[src/rtl/hazard_unit_mc.sv]
// hazard_unit_mc: hazard/forwarding controller for the 5-stage RV32 pipeline.
// Covers load-use stall, M/W->E forwarding, branch flush, data-memory wait
// stalls and a counter-driven multi-cycle execute (MC) sequencer.
// Optional perf counters are built only when HAZARD_PERF_CNT_EN is defined;
// otherwise the perf ports are tied to zero.
module hazard_unit_mc #(
  parameter int unsigned REG_ADDR_W = 5,
  parameter int unsigned MC_LATENCY = 34,
  parameter int unsigned CNT_W      = 32
) (
  input  logic                  i_clk,
  input  logic                  i_rst_n,
  input  logic [REG_ADDR_W-1:0] i_data_d_rs1,
  input  logic [REG_ADDR_W-1:0] i_data_d_rs2,
  input  logic                  i_ctrl_d_uses_rs1,
  input  logic                  i_ctrl_d_uses_rs2,
  input  logic [REG_ADDR_W-1:0] i_data_e_rs1,
  input  logic [REG_ADDR_W-1:0] i_data_e_rs2,
  input  logic [REG_ADDR_W-1:0] i_data_e_rd,
  input  logic                  i_ctrl_e_is_load,
  input  logic                  i_ctrl_e_mc_op,
  input  logic                  i_ctrl_e_mux_pc_src,
  input  logic [REG_ADDR_W-1:0] i_data_m_rd,
  input  logic [REG_ADDR_W-1:0] i_data_w_rd,
  input  logic                  i_ctrl_m_en_regfile_write,
  input  logic                  i_ctrl_w_en_regfile_write,
  input  logic                  i_ctrl_m_mem_access,
  input  logic                  i_dmem_ready,
  output logic [1:0]            o_data_mux_alu_forward_src_a,
  output logic [1:0]            o_data_mux_alu_forward_src_b,
  output logic                  o_f_stall,
  output logic                  o_d_stall,
  output logic                  o_e_stall,
  output logic                  o_m_stall,
  output logic                  o_w_stall,
  output logic                  o_fd_flush,
  output logic                  o_de_flush,
  output logic                  o_em_flush,
  output logic                  o_mc_start,
  output logic                  o_mc_busy,
  output logic [CNT_W-1:0]      o_perf_load_use_cnt,
  output logic [CNT_W-1:0]      o_perf_mem_wait_cnt,
  output logic [CNT_W-1:0]      o_perf_mc_cnt,
  output logic [CNT_W-1:0]      o_perf_flush_cnt
);

  localparam int unsigned MC_CNT_W = 8;

  typedef enum logic {
    ST_RUN     = 1'b0,
    ST_MC_WAIT = 1'b1
  } state_e;

  state_e              state_q, state_d;
  logic [MC_CNT_W-1:0] cnt_q, cnt_d;

  logic [1:0] fwd_a, fwd_b;
  logic       mem_wait;
  logic       load_use_hit;
  logic       lu_stall;
  logic       branch_flush;
  logic       mc_start;
  logic       mc_stall;

  // Forward selects for both E-stage sources; M beats W, x0 never forwards
  always_comb begin
    fwd_a = 2'b00;
    if (i_data_e_rs1 != '0 && i_data_e_rs1 == i_data_m_rd && i_ctrl_m_en_regfile_write)
      fwd_a = 2'b10;
    else if (i_data_e_rs1 != '0 && i_data_e_rs1 == i_data_w_rd && i_ctrl_w_en_regfile_write)
      fwd_a = 2'b01;

    fwd_b = 2'b00;
    if (i_data_e_rs2 != '0 && i_data_e_rs2 == i_data_m_rd && i_ctrl_m_en_regfile_write)
      fwd_b = 2'b10;
    else if (i_data_e_rs2 != '0 && i_data_e_rs2 == i_data_w_rd && i_ctrl_w_en_regfile_write)
      fwd_b = 2'b01;
  end

  // Hazard detection: memory wait freezes everything, branch beats load-use
  always_comb begin
    mem_wait     = i_ctrl_m_mem_access & ~i_dmem_ready;
    load_use_hit = i_ctrl_e_is_load && (i_data_e_rd != '0) &&
                   ((i_data_e_rd == i_data_d_rs1 && i_ctrl_d_uses_rs1) ||
                    (i_data_e_rd == i_data_d_rs2 && i_ctrl_d_uses_rs2));
    branch_flush = i_ctrl_e_mux_pc_src & ~mem_wait;
    lu_stall     = load_use_hit & ~i_ctrl_e_mux_pc_src & ~mem_wait;
  end

  // MC sequencer next-state: start in RUN, count down in MC_WAIT, frozen by mem_wait
  always_comb begin
    state_d  = state_q;
    cnt_d    = cnt_q;
    mc_start = 1'b0;
    mc_stall = 1'b0;
    unique case (state_q)
      ST_RUN: begin
        if (i_ctrl_e_mc_op && !mem_wait) begin
          mc_start = 1'b1;
          mc_stall = 1'b1;
          cnt_d    = MC_CNT_W'(MC_LATENCY - 2);
          state_d  = ST_MC_WAIT;
        end
      end
      ST_MC_WAIT: begin
        if (!mem_wait) begin
          if (cnt_q != '0) begin
            mc_stall = 1'b1;
            cnt_d    = cnt_q - MC_CNT_W'(1);
          end else begin
            state_d = ST_RUN;
          end
        end
      end
      default: state_d = ST_RUN;
    endcase
  end

  // MC sequencer state register
  always_ff @(posedge i_clk or negedge i_rst_n) begin
    if (!i_rst_n) begin
      state_q <= ST_RUN;
      cnt_q   <= '0;
    end else begin
      state_q <= state_d;
      cnt_q   <= cnt_d;
    end
  end

  // Output drive; everything reads zero while reset is held
  always_comb begin
    o_data_mux_alu_forward_src_a = fwd_a & {2{i_rst_n}};
    o_data_mux_alu_forward_src_b = fwd_b & {2{i_rst_n}};
    o_f_stall  = i_rst_n & (mem_wait | mc_stall | lu_stall);
    o_d_stall  = i_rst_n & (mem_wait | mc_stall | lu_stall);
    o_e_stall  = i_rst_n & (mem_wait | mc_stall);
    o_m_stall  = i_rst_n & mem_wait;
    o_w_stall  = i_rst_n & mem_wait;
    o_fd_flush = i_rst_n & branch_flush;
    o_de_flush = i_rst_n & (branch_flush | lu_stall);
    o_em_flush = i_rst_n & mc_stall;
    o_mc_start = i_rst_n & mc_start;
    o_mc_busy  = i_rst_n & (state_q == ST_MC_WAIT);
  end

`ifdef HAZARD_PERF_CNT_EN
  logic [CNT_W-1:0] perf_lu_q, perf_lu_d;
  logic [CNT_W-1:0] perf_mw_q, perf_mw_d;
  logic [CNT_W-1:0] perf_mc_q, perf_mc_d;
  logic [CNT_W-1:0] perf_fl_q, perf_fl_d;

  function automatic logic [CNT_W-1:0] sat_inc(input logic [CNT_W-1:0] v, input logic en);
    return (en && v != '1) ? v + CNT_W'(1) : v;
  endfunction

  // Saturating event counters, one increment per qualifying cycle
  always_comb begin
    perf_lu_d = sat_inc(perf_lu_q, lu_stall);
    perf_mw_d = sat_inc(perf_mw_q, mem_wait);
    perf_mc_d = sat_inc(perf_mc_q, mc_stall);
    perf_fl_d = sat_inc(perf_fl_q, branch_flush);
  end

  // Perf counter registers
  always_ff @(posedge i_clk or negedge i_rst_n) begin
    if (!i_rst_n) begin
      perf_lu_q <= '0;
      perf_mw_q <= '0;
      perf_mc_q <= '0;
      perf_fl_q <= '0;
    end else begin
      perf_lu_q <= perf_lu_d;
      perf_mw_q <= perf_mw_d;
      perf_mc_q <= perf_mc_d;
      perf_fl_q <= perf_fl_d;
    end
  end

  assign o_perf_load_use_cnt = perf_lu_q;
  assign o_perf_mem_wait_cnt = perf_mw_q;
  assign o_perf_mc_cnt       = perf_mc_q;
  assign o_perf_flush_cnt    = perf_fl_q;
`else
  assign o_perf_load_use_cnt = '0;
  assign o_perf_mem_wait_cnt = '0;
  assign o_perf_mc_cnt       = '0;
  assign o_perf_flush_cnt    = '0;
`endif

endmodule
[config.mk]
export PLATFORM = sky130hd
export DESIGN_NAME = hazard_unit_mc
export DESIGN_NICKNAME = d
export VERILOG_FILES = /design/src/rtl/hazard_unit_mc.sv
export SDC_FILE = /design/constraint.sdc
export NUM_CORES = 1
export LEC_CHECK = 0
export BUFFER_PORTS_ARGS = -buffer_cell sky130_fd_sc_hd__buf_2
export CELL_PAD_IN_SITES_DETAIL_PLACEMENT = 2
export CELL_PAD_IN_SITES_GLOBAL_PLACEMENT = 2
export CORE_ASPECT_RATIO = 1.5
export CORE_UTILIZATION = 19
export DETAILED_ROUTE_END_ITERATION = 8
export PLACE_DENSITY_LB_ADDON = 0.15
export SETUP_SLACK_MARGIN = 0.4
export SLEW_MARGIN = 20
export SYNTH_ARGS = -nofsm -noshare
export SYNTH_HDL_FRONTEND = slang
export SYNTH_SLANG_ARGS = --single-unit
[constraint.sdc]
create_clock -name i_clk -period 4.1 [get_ports i_clk]
set_input_delay 1.23 -clock i_clk [delete_from_list [all_inputs] [get_ports i_clk]]
set_output_delay 1.23 -clock i_clk [all_outputs]
set_load 0.01 [all_outputs]
Word-level counts from Yosys, hierarchy flattened
Index checks and enable logic that the tools add are counted.

Add/subtract/negate cells: 1. Equality and inequality tests: 9. Muxes and demuxes: 15. Bitwise gates (word level): 21. Reduce and logical (&&, ||, !) cells: 20.

Operators by type and width (count): $eq A5 B5 Y1 (6); $mux W8 (3); $pmux W8 S2 (1); $reduce_bool A5 Y1 (3); $logic_and A1 B1 Y1 (13); $and A1 B1 Y1 (12); $reduce_bool A8 Y1 (1); $sub A8 B1 Y8 const B (1); $mux W1 (7); $and A2 B2 Y2 (2); $mux W2 (2); $ne A2 B2 Y1 const B (2); $not A1 Y1 (4); $pmux W1 S2 (2); $or A1 B1 Y1 (3); $reduce_and A3 Y1 (1); $ne A2 B1 Y1 const B (1); $logic_not A1 Y1 (1); $logic_or A1 B1 Y1 (1).

Bits in registers: 9. Bits of input ports: 46. Output and inout bits: 142. Word-level logic and storage cells: 68.

Longest topological paths before layout
Gate-level depths: netlist of run 1.

Depth in word-level cells: 9. Gate-level depth with buffers: 8. Mapped depth without buffers: 6.

Least setup slack after synthesis of run 1
Ideal clock, no wire load.

Path type: input to output. Start: input i_data_e_rs1[1]. End: output o_data_mux_alu_forward_src_a[0]. Data arrival time: 2.369 ns. Required time: 2.870 ns. Path slack: 0.501 ns. Stages on the path: 4. Buffers on the path: 0. Path through: or4_1 > nor2_1 > nor4_1 > nor4_1.

Longest elaborated chain between the ends: 6. Elaborated cells on any way between the ends: 10. Classes of those cells: 2 x eq/ne; 2 x mux; 1 x bitwise; 5 x reduce/logical.

RTL lines: start, declared (RTL line 17) `input logic [REG_ADDR_W-1:0] i_data_e_rs1,`; $eq A5 B5 Y1 / $reduce_bool A5 Y1 (equally long branches) (RTL line 70, 68); $logic_and A1 B1 Y1 (2 in a row) (RTL line 70) `else if (i_data_e_rs1 != '0 && i_data_e_rs1 == i_data_w_rd && i_ctrl_w_en_regfile_write)`; $mux W1 (RTL line 70); $mux W2 (*) (RTL line 68) `if (i_data_e_rs1 != '0 && i_data_e_rs1 == i_data_m_rd && i_ctrl_m_en_regfile_write)`; $and A2 B2 Y2 (*) (RTL line 132) `o_data_mux_alu_forward_src_a = fwd_a & {2{i_rst_n}};`; end, declared (RTL line 29) `output logic [1:0] o_data_mux_alu_forward_src_a,`.

Mark *: on every way between the ends. The rest lies on a longest branch, timed or not.

Worst setup path in the final report of run 1
Start: input i_data_e_rs1[4]. End: output o_data_mux_alu_forward_src_a[0].

The elaborated chain is that of the path after synthesis.

==> metrics.yaml, run 1 <==
yosys:
  synth_flop_cell: "dfrtp_1"
  synth.distinct_cells: 39
  ys_async_sr_fraction_pct: 100.0
  synth_top_area_cell: "buf_4"
  synth.area.top_cells: "buf_4, dfrtp_1, xnor2_1, xor2_1, or4_1"
  yosys_warnings: 0
  mappedNetlistArea_sq_mm: 0.001992
  yosysSeqAreaShare_pct: 11.31
  synth_top_area_share_pct: 48.99
  synth.most_common_cell: "buf_4"
  synth_common_cells: "buf_4, xnor2_1, xor2_1"
  synthCells: 250
  synth_seq_cells: 9
  synth_area_per_cell_sq_um: 7.968
  synth_edf_count: 0
power_and_ir_drop:
  ir_drop_uv: 120.2
  p_per_area_mw_per_mm2: 341.2
  p_leak_nw: 1.109
timing:
  clock.fmax_mhz: 272.4
  timing_worst_slew_pin_value_ns: 0.5668
  fin_ws_ns: 0.4294
  slew_headroom_pct: 62.07
  setup_viol: 0
  slew_violations: 0
  rsz0062_at_grt: "true"
  min_period_ns: 3.671
  finClkSkew_ns: 0.0005793
  post-route-period-util_pct: 89.53
  hold_viol_final: 0
  finalSetupTns_ns: 0
floorplan:
  core_sq_mm: 0.01013
  fp.dieW_microns: 85.60
  rows: 45
  fp.dieH_microns: 127.4
  initial_utilization_pct: 19.65
  fp.dieArea_sq_mm: 0.01091
  pin_count: 188
finish:
  multi_input_area_sq_mm: 0.001323
  seqCellArea_sq_um: 225.2
  fill_cells: 1275
  diodes: 0
  post-route-util_pct: 21.25
  areaGrowthSynthToFinish_pct: 8.103
  final_nets: 362
  drive_gt1_share_pct: 27.16
worst_setup_path:
  crit_fanout: 3
  r2r-start: "cnt_q[5]"
  arrival_ns: 2.44
  r2r_setup_slack_ns: 1.96
  endpoint_kind: "primary output"
  reg2reg_depth: 4
  startpoint_type: "primary input"
  path_class: "in2out"
  r2r_end: "cnt_q[1]"
  required_ns: 2.87
placed_design:
  io_buffers: 59
  gp_congestion: 0.6638
  hpwl_mm: 4.707
  place_ws_ns: 0.3052
clock_network:
  clockBufferDepth: 2
  holdBufCountCts: 0
  cts-root-buf: "clkbuf_16"
  path_clk_slew_ns: 0.04
  cts_buffers: 3
  clk_latency_ns: 0.24
  cts_tree: "yes"
  cts.sinks: 9
  htreeDepth: 1
run:
  cap_violations: 0
route:
  drcViolationCount: 0
  drt_iter0_markers: 16
  wirelength_mm: 5.233
  vias_per_cell: 3.486
  ant_nets: 0
  via_count: 1499
  wl_per_cell_microns: 12.17
  first_pass_iters: 4
worst_hold_path:
  whs_endpoint: "cnt_q[0]"
  hp-start: "cnt_q[0]"
  min_path_cells: 1
  min_path_type: "reg2reg"
global_routing:
  grt_max_degree: 14
  grt_usage_pct: 8.968
  grt_pass1_wl_mm: 7.596
  grt_antenna_before_repair: 0
  overflow: 0
  first_global_vias: 1489
status:
  outcome: "complete, no violations"
[kinds of logic (layout without fill, tap and decap cells)]
logic type,count (synthesis),count (layout),share of synthesized area (%)
buf+inv,136,72,50.19
simple gates,49,49,15.39
xor+xnor,30,30,13.19
compound gates,21,21,7.412
flops,9,9,11.31
fa+ha+maj,2,2,1.256
mux,2,2,1.068
other cells,1,128,0.1883
[worst max-delay path: stages]
cell and delay [ns]:
buf_8 0.10, or4_4 0.54, nor2_4 0.15, nor4_4 0.05
nor4_2 0.20, buf_2 0.17
[worst max path at each step]
stage	startpoint	endpoint	slack [ns]	cells past startpoint
final	i_data_e_rs1[4]	o_data_mux_alu_forward_src_a[0]	0.43	6
after CTS	i_data_e_rs1[1]	o_data_mux_alu_forward_src_a[0]	0.38	6
after global placement	i_data_e_rs1[1]	o_data_mux_alu_forward_src_a[0]	0.30	6
after floorplan	i_data_e_rs1[1]	o_data_mux_alu_forward_src_a[0]	0.50	4
after detailed placement	i_data_e_rs1[1]	o_data_mux_alu_forward_src_a[0]	0.31	6
after global routing	i_data_e_rs1[4]	o_data_mux_alu_forward_src_a[0]	0.34	6
[sequential cells by signal, summed over array words and instances (netlist names)]
signal / flops
cnt_q: 8
state_q: 1
[cells in the final DEF, fill, tap and decap left out, types with 3 or more instances in the layout]
cell type | synthesis | final
a21oi_1 | 5 | 5
and2_1 | 4 | 4
buf_2 | 1 | 55
buf_4 | 130 | 6
buf_6 | 0 | 3
clkbuf_16 | 0 | 3
conb_1 | 1 | 128
dfrtp_1 | 9 | 9
inv_1 | 3 | 3
nand2_1 | 4 | 4
nand3_1 | 4 | 4
nand4_1 | 4 | 4
nor2_1 | 6 | 4
nor4_2 | 0 | 3
o31ai_1 | 5 | 5
or3_1 | 3 | 3
or4_1 | 7 | 4
or4_4 | 1 | 4
xnor2_1 | 18 | 18
xor2_1 | 12 | 12
[layer usage]
metal,GRT usage (%),up-vias,wire length [microns]
met5,0,-,0
met4,2.353,0,48
met2,19.76,95,3244
li1,-,701,-
met1,8.127,698,1540
met3,1.098,5,400
[stage by stage]
| stage | std cells | hold WS [ns] | power [W] | area, sq um |
|---|---|---|---|---|
| after floorplan | 377 | 0.4658 | 0.0005192 | 2469 |
| after global placement | 422 | 0.4844 | 0.0005365 | 1937 |
| after detailed placement | 422 | 0.4983 | 0.0005465 | 1937 |
| after CTS | 426 | 0.5179 | 0.0007331 | 2019 |
| after global routing | 430 | 0.5405 | 0.0007948 | 2153 |
| final | 430 | 0.5171 | 0.0007347 | 2153 |
[power breakdown]
| group | internal (W) | total (W) | switching, W |
|---|---|---|---|
| combinational | 0.000155 | 0.000375 | 0.000220 |
| clock | 0.000130 | 0.000178 | 0.0000474 |
| sequential | 0.000132 | 0.000182 | 0.0000498 |
| total | 0.000418 | 0.000735 | 0.000317 |
[repair_timing]
action,4_1_cts,5_1_grt
setup buffers,0,4
pin swaps,2,6
setup endpoints to repair,4,6
gates resized for setup,2,23
[area by class of cell]
class	instances	share of cell area (%)
clock buffer	4	3.661
inverter	3	0.5230
multi-input combinational	232	61.42
sequential	9	10.46
tap	117	6.798
timing repair buffer	65	17.14
No activity file was read; power rests on OpenSTA's default activity.
==> inputs of run 2 (changes only) <==
- CORE_UTILIZATION: 19 -> 16
- clock period: 4.1 -> 3.16 ns (I/O delays scaled with it)
==> run 2 against run 1 <==
Effect of this change: design area is 6.6% higher; first-iteration DRC count shrank 25%; clock-buffer cell count unchanged; clock power is 28% higher; sequential share of layout area decreased by 0.64 points; power up 34%; via count is 2.3% higher; register-to-register slack worse by 0.90 ns; wire length up 4.4%; clock skew grew 0.0035 ns; sequential cell count stayed put; critical path type unchanged; critical endpoint is now o_d_stall; largest power group unchanged.
==> metrics.yaml, run 2 (same netlist as run 1, synthesis figures left out) <==
finish:
  layout_common_cells: "conb_1, buf_2, xnor2_1"  # unchanged
  final_common_cell: "conb_1"  # unchanged
  diodes: 0  # unchanged
  fin_area_sq_mm: 0.002295  # was 0.002153 sq mm
  reg_top3: "cnt_q: 8 flops, state_q: 1 flops"  # unchanged
  drive_gt1_share_pct: 30.19  # was 27.16%
  post-route-util_pct: 19.00  # was 21.25%
  largest_register_ffs: 8  # unchanged
  final_nets: 367  # was 362
  areaGrowthSynthToFinish_pct: 15.20  # was 8.103%
  fill_cells: 1465  # was 1275
  top_register: "cnt_q"  # unchanged
timing:
  fin_ws_ns: 0.09950  # was 0.4294 ns
  timing_worst_slew_pin_value_ns: 0.6049  # was 0.5668 ns
  whs_ns: 0.5361  # was 0.5171 ns
  finClkSkew_ns: 0.004126  # was 0.0005793 ns
  clock.fmax_mhz: 326.7
  post-route-period-util_pct: 96.85
  slew_headroom_pct: 59.53  # was 62.07%
  rsz0062_at_grt: "true"  # unchanged
  min_period_ns: 3.060
  hold_viol_final: 0  # unchanged
  slew_violations: 0  # unchanged
  setup_viol: 0  # unchanged
clock_network:
  clk_latency_ns: 0.24  # about the same
  path_clk_slew_ns: 0.04  # about the same
  htreeDepth: 1  # unchanged
  cts_tree: "yes"  # unchanged
  cts_buffers: 3  # unchanged
  cts-root-buf: "clkbuf_16"  # unchanged
  cts.sinks: 9  # unchanged
  clockBufferDepth: 2  # unchanged
  holdBufCountCts: 0  # unchanged
power_and_ir_drop:
  p_leak_nw: 1.151  # was 1.109 nW
  p_per_area_mw_per_mm2: 430.1  # was 341.2 mW/mm^2
  ir_drop_uv: 169.9  # was 120.2 uV
  power_frac_comb_pct: 53.4  # was 51.1%
  netSwitchingFraction_pct: 42.10  # was 43.14%
  p_int_w: 0.0005714  # was 0.0004178 W
  seqPwrFrac_pct: 23.5  # was 24.7%
  clockPowerShare_pct: 23.1  # was 24.2%
  total_power_w: 0.0009869  # was 0.0007347 W
  p_switching_w: 0.0004155  # was 0.0003170 W
global_routing:
  overflow: 0  # unchanged
  grt_max_degree: 13  # was 14
  grt_antenna_before_repair: 0  # unchanged
  grt_pass1_wl_mm: 8.369  # was 7.596 mm
  grt_usage_pct: 8.102  # was 8.968%
  first_global_vias: 1572  # was 1489
worst_setup_path:
  startpoint_type: "primary input"  # unchanged
  crit_path_cell_trace: "buf_2, or4_4, o21ai_2, or3b_4, o21bai_4, buf_6"  # was buf_8, or4_4, nor2_4, nor4_4, nor4_2, buf_2
  crit_fanout: 3  # unchanged
  cp_num_buf_inv: 2  # unchanged
  endpoint_kind: "primary output"  # unchanged
  cp_slowest_stage_delay_ns: 0.52  # was 0.54 ns
  path_class: "in2out"  # unchanged
  critical_path.top_delay_family: "simple AND/OR/NAND/NOR gates"  # unchanged
  crit_slowest_cell: "or4_4"  # unchanged
  arrival_ns: 2.11  # was 2.44 ns
  required_ns: 2.21  # was 2.87 ns
placed_design:
  place_ws_ns: -0.02080  # was 0.3052 ns
  io_buffers: 59  # unchanged
  placed_cell_area_sq_mm: 0.002066  # was 0.001937 sq mm
  gp_congestion: 0.6888  # was 0.6638
  hpwl_mm: 4.779  # was 4.707 mm
route:
  via_count: 1533  # was 1499
  wirelength_mm: 5.462  # was 5.233 mm
  wl_per_cell_microns: 11.60  # was 12.17 microns
  vias_per_cell: 3.255  # was 3.486
  first_pass_iters: 3  # was 4
  drcViolationCount: 0  # unchanged
  drt_iter0_markers: 12  # was 16
  ant_nets: 0  # unchanged
floorplan:
  core_sq_mm: 0.01208  # was 0.01013 sq mm
  rows: 49  # was 45
  fp.dieArea_sq_mm: 0.01291  # was 0.01091 sq mm
  pin_count: 188  # unchanged
  fp.dieW_microns: 93.10  # was 85.60 microns
  fp.dieH_microns: 138.7  # was 127.4 microns
  initial_utilization_pct: 16.49  # was 19.65%
run:
  cap_violations: 0  # unchanged
worst_hold_path:
  min_path_type: "reg2reg"  # unchanged
status:
  outcome: "complete, no violations"  # unchanged
## run 2: cell count changes in the layout (fill, tap and decap cells not counted), sizes merged
cell,change
buf,+5
## run 2: what timing repair did
action,in CTS,in global routing
pin swaps,15,3
resized for setup,20,5
buffers inserted,6,0
setup endpoints to repair,9,9
## run 2: area by class of cell
cell class	instances	area (sq um)	area share, %
sequential	9	225.2	9.815
tap	153	191.4	8.342
inverter	3	11.26	0.4907
timing repair buffer	70	444.2	19.36
clock buffer	4	78.83	3.435
multi-input combinational	232	1344	58.56
## run 2: final timing paths
check / to / slack [ns] / depth (start not counted) / start
setup / recovery: o_d_stall / 0.1 / 6 / i_data_e_rd[2]
hold / removal: cnt_q[0] / 0.54 / 1 / cnt_q[0]
setup reg to reg: cnt_q[1] / 1.06 / 4 / cnt_q[5]
max in group asynchronous: cnt_q[0] / 2.18 / 2 / i_rst_n
hold reg to reg: cnt_q[0] / 0.54 / 1 / cnt_q[0]
min in group asynchronous: cnt_q[1] / 0.58 / 1 / i_rst_n
## run 2: worst register-to-register path, delay by kind of cell, from the launching register on
kind            cells  cell delay, ns
compound gates      1            0.17
flops               1            0.39
mux                 1            0.39
simple gates        2            1.04
## run 2: power by group through the flow
| stage | clock network [W] | registers [W] | logic, W |
|---|---|---|---|
| 2_1_floorplan | 0 | 0.000213 | 0.000473 |
| 3_3_place_gp | 0 | 0.000232 | 0.000481 |
| 3_5_place_dp | 0 | 0.000235 | 0.000489 |
| 4_1_cts | 0.000238 | 0.000235 | 0.000531 |
| 5_1_grt | 0.000241 | 0.000245 | 0.000596 |
| 6_report | 0.000228 | 0.000232 | 0.000527 |
## run 2: stage by stage
stage | std cells | TNS, ns
after floorplan | 377 | 0
after global placement | 461 | 0
after detailed placement | 461 | -0.02094
after CTS | 471 | 0
after global routing | 471 | 0
final | 471 | 0
## run 2: layer usage
layer  vias up  part of all wire, %  track usage (%)  wire (microns)
met2       114                   54            15.79            2953
met4         0                 0.77            2.186              42
met5         -                    0                0               0
li1        707                    -                -               -
met3         4                   10            1.535             566
met1       708                   35            8.589            1899
==> inputs of run 3 (changes only) <==
- CORE_UTILIZATION: 16 -> 19
- clock period: 3.16 -> 3.65 ns (I/O delays scaled with it)
==> run 3 against run 2 <==
Effect of this change: core utilization up 3.7 points; hold slack worse by 0.035 ns; non-clock buffer count unchanged; die area down 16%; combinational power down 17%.
==> metrics.yaml, run 3 (same netlist as run 1, synthesis figures left out) <==
status:
  outcome: "complete, no violations"  # unchanged
global_routing:
  grt_pass1_wl_mm: 7.507  # was 8.369 mm
  first_global_vias: 1533  # was 1572
  overflow: 0  # unchanged
  grt_antenna_before_repair: 0  # unchanged
  grt_max_degree: 14  # was 13
  grt_usage_pct: 8.709  # was 8.102%
finish:
  areaGrowthSynthToFinish_pct: 15.33  # was 15.20%
  diodes: 0  # unchanged
  final_common_cell: "conb_1"  # unchanged
  final_nets: 367  # unchanged
  reg_top3: "cnt_q: 8 flops, state_q: 1 flops"  # unchanged
  fill_cells: 1248  # was 1465
  largest_register_ffs: 8  # unchanged
  layout_common_cells: "conb_1, buf_2, xnor2_1"  # unchanged
  post-route-util_pct: 22.67  # was 19.00%
  top_register: "cnt_q"  # unchanged
  drive_gt1_share_pct: 29.56  # was 30.19%
clock_network:
  cts.sinks: 9  # unchanged
  clk_latency_ns: 0.23  # was 0.24 ns
  clockBufferDepth: 2  # unchanged
  cts-root-buf: "clkbuf_16"  # unchanged
  holdBufCountCts: 0  # unchanged
  cts_tree: "yes"  # unchanged
  cts_buffers: 3  # unchanged
  path_clk_slew_ns: 0.04  # about the same
  htreeDepth: 1  # unchanged
timing:
  finClkSkew_ns: 0.002198  # was 0.004126 ns
  slew_violations: 0  # unchanged
  hold_viol_final: 0  # unchanged
  post-route-period-util_pct: 94.25
  rsz0062_at_grt: "true"  # unchanged
  slew_headroom_pct: 60.74  # was 59.53%
  min_period_ns: 3.440
  clock.fmax_mhz: 290.7
  whs_ns: 0.5015  # was 0.5361 ns
  finalSetupTns_ns: 0  # unchanged
  timing_worst_slew_pin_value_ns: 0.5867  # was 0.6049 ns
  setup_viol: 0  # unchanged
route:
  wl_per_cell_microns: 11.86  # was 11.60 microns
  ant_nets: 0  # unchanged
  wirelength_mm: 5.161  # was 5.462 mm
  vias_per_cell: 3.526  # was 3.255
  drt_iter0_markers: 23  # was 12
  first_pass_iters: 4  # was 3
  via_count: 1534  # was 1533
  drcViolationCount: 0  # unchanged
worst_setup_path:
  path_class: "in2out"  # unchanged
  r2r-start: "cnt_q[5]"  # unchanged
  r2r_setup_slack_ns: 1.54  # was 1.06 ns
  crit_fanout: 2  # was 3
  endpoint: "o_data_mux_alu_forward_src_a[0]"  # was o_d_stall
  startpoint_type: "primary input"  # unchanged
  required_ns: 2.55  # was 2.21 ns
  crit_start: "i_data_e_rs1[3]"  # was i_data_e_rd[2]
  reg2reg_depth: 4  # unchanged
  endpoint_kind: "primary output"  # unchanged
  arrival_ns: 2.35  # was 2.11 ns
  r2r_end: "cnt_q[1]"  # unchanged
floorplan:
  pin_count: 188  # unchanged
  fp.dieW_microns: 85.60  # was 93.10 microns
  fp.dieArea_sq_mm: 0.01091  # was 0.01291 sq mm
  initial_utilization_pct: 19.65  # was 16.49%
  fp.dieH_microns: 127.4  # was 138.7 microns
  rows: 45  # was 49
  core_sq_mm: 0.01013  # was 0.01208 sq mm
run:
  cap_violations: 0  # unchanged
worst_hold_path:
  min_path_type: "reg2reg"  # unchanged
placed_design:
  gp_congestion: 0.7416  # was 0.6888
  io_buffers: 59  # unchanged
  hpwl_mm: 4.507  # was 4.779 mm
power_and_ir_drop:
  p_per_area_mw_per_mm2: 364.5  # was 430.1 mW/mm^2
  p_leak_nw: 1.168  # was 1.151 nW
  ir_drop_uv: 119.6  # was 169.9 uV
-- run 3: cell count changes in the layout (fill, tap and decap cells not counted), moves of 2 or more --
| cell | change |
|---|---|
| inv_2 | -2 |
| inv_1 | +2 |
| nor4_2 | -2 |
| buf_6 | +2 |
| buf_2 | -4 |
-- run 3: timing repair --
item | CTS | global route
hold endpoints to repair | 0 | 0
setup buffers | 7 | 0
endpoints found under the setup margin | 7 | 7
pin swaps | 14 | 6
resized for setup | 39 | 6
-- run 3: metal layers --
layer	vias to the layer above	wire length, microns	GRT usage, %	part of all wire, %
met1	713	1638	7.995	32
met5	-	0	0	0
met2	115	2994	18.68	58
li1	704	-	-	-
met4	0	40	2.353	0.78
met3	2	487	1.550	9.4
-- run 3: worst min path at each step --
stage / slack (ns) / cells after the start / end / startpoint
final: 0.50 / 1 / cnt_q[0] / cnt_q[0]
after global routing: 0.52 / 1 / cnt_q[0] / cnt_q[0]
after CTS: 0.50 / 1 / cnt_q[0] / cnt_q[0]
after detailed placement: 0.49 / 1 / cnt_q[0] / cnt_q[0]
after floorplan: 0.47 / 1 / cnt_q[0] / cnt_q[0]
after global placement: 0.48 / 1 / cnt_q[0] / cnt_q[0]
-- run 3: layout make-up --
type                            count  area, sq um  share of cell area, %
Multi-Input combinational cell    232         1366                  59.48
Timing Repair Buffer               70        469.2                  20.42
Sequential cell                     9        225.2                  9.804
Tap cell                          117        146.4                  6.373
Clock buffer                        4        78.83                  3.431
Inverter                            3        11.26                 0.4902
-- run 3: critical path, cell delays in order --
cell and delay, ns:
buf_8 0.09, or4_4 0.54, nor2_4 0.13, nor4_4 0.05, nor4_2 0.25, buf_2 0.18
-- run 3: metrics by stage --
step / cells / power, W / setup slack [ns] / cell area (sq um)
final: 435 / 0.0008372 / 0.2099 / 2297
after global routing: 435 / 0.0009051 / 0.1529 / 2297
after CTS: 435 / 0.0008443 / 0.1656 / 2271
after detailed placement: 424 / 0.0006116 / 0.1165 / 1968
after global placement: 424 / 0.0006038 / 0.1187 / 1968
after floorplan: 377 / 0.0005848 / 0.3739 / 2485
-- run 3: report_power, final --
group / switching [W] / internal, W
combinational: 0.000248 / 0.000191
sequential: 0.0000555 / 0.000148
clock: 0.0000490 / 0.000146
total: 0.000352 / 0.000485
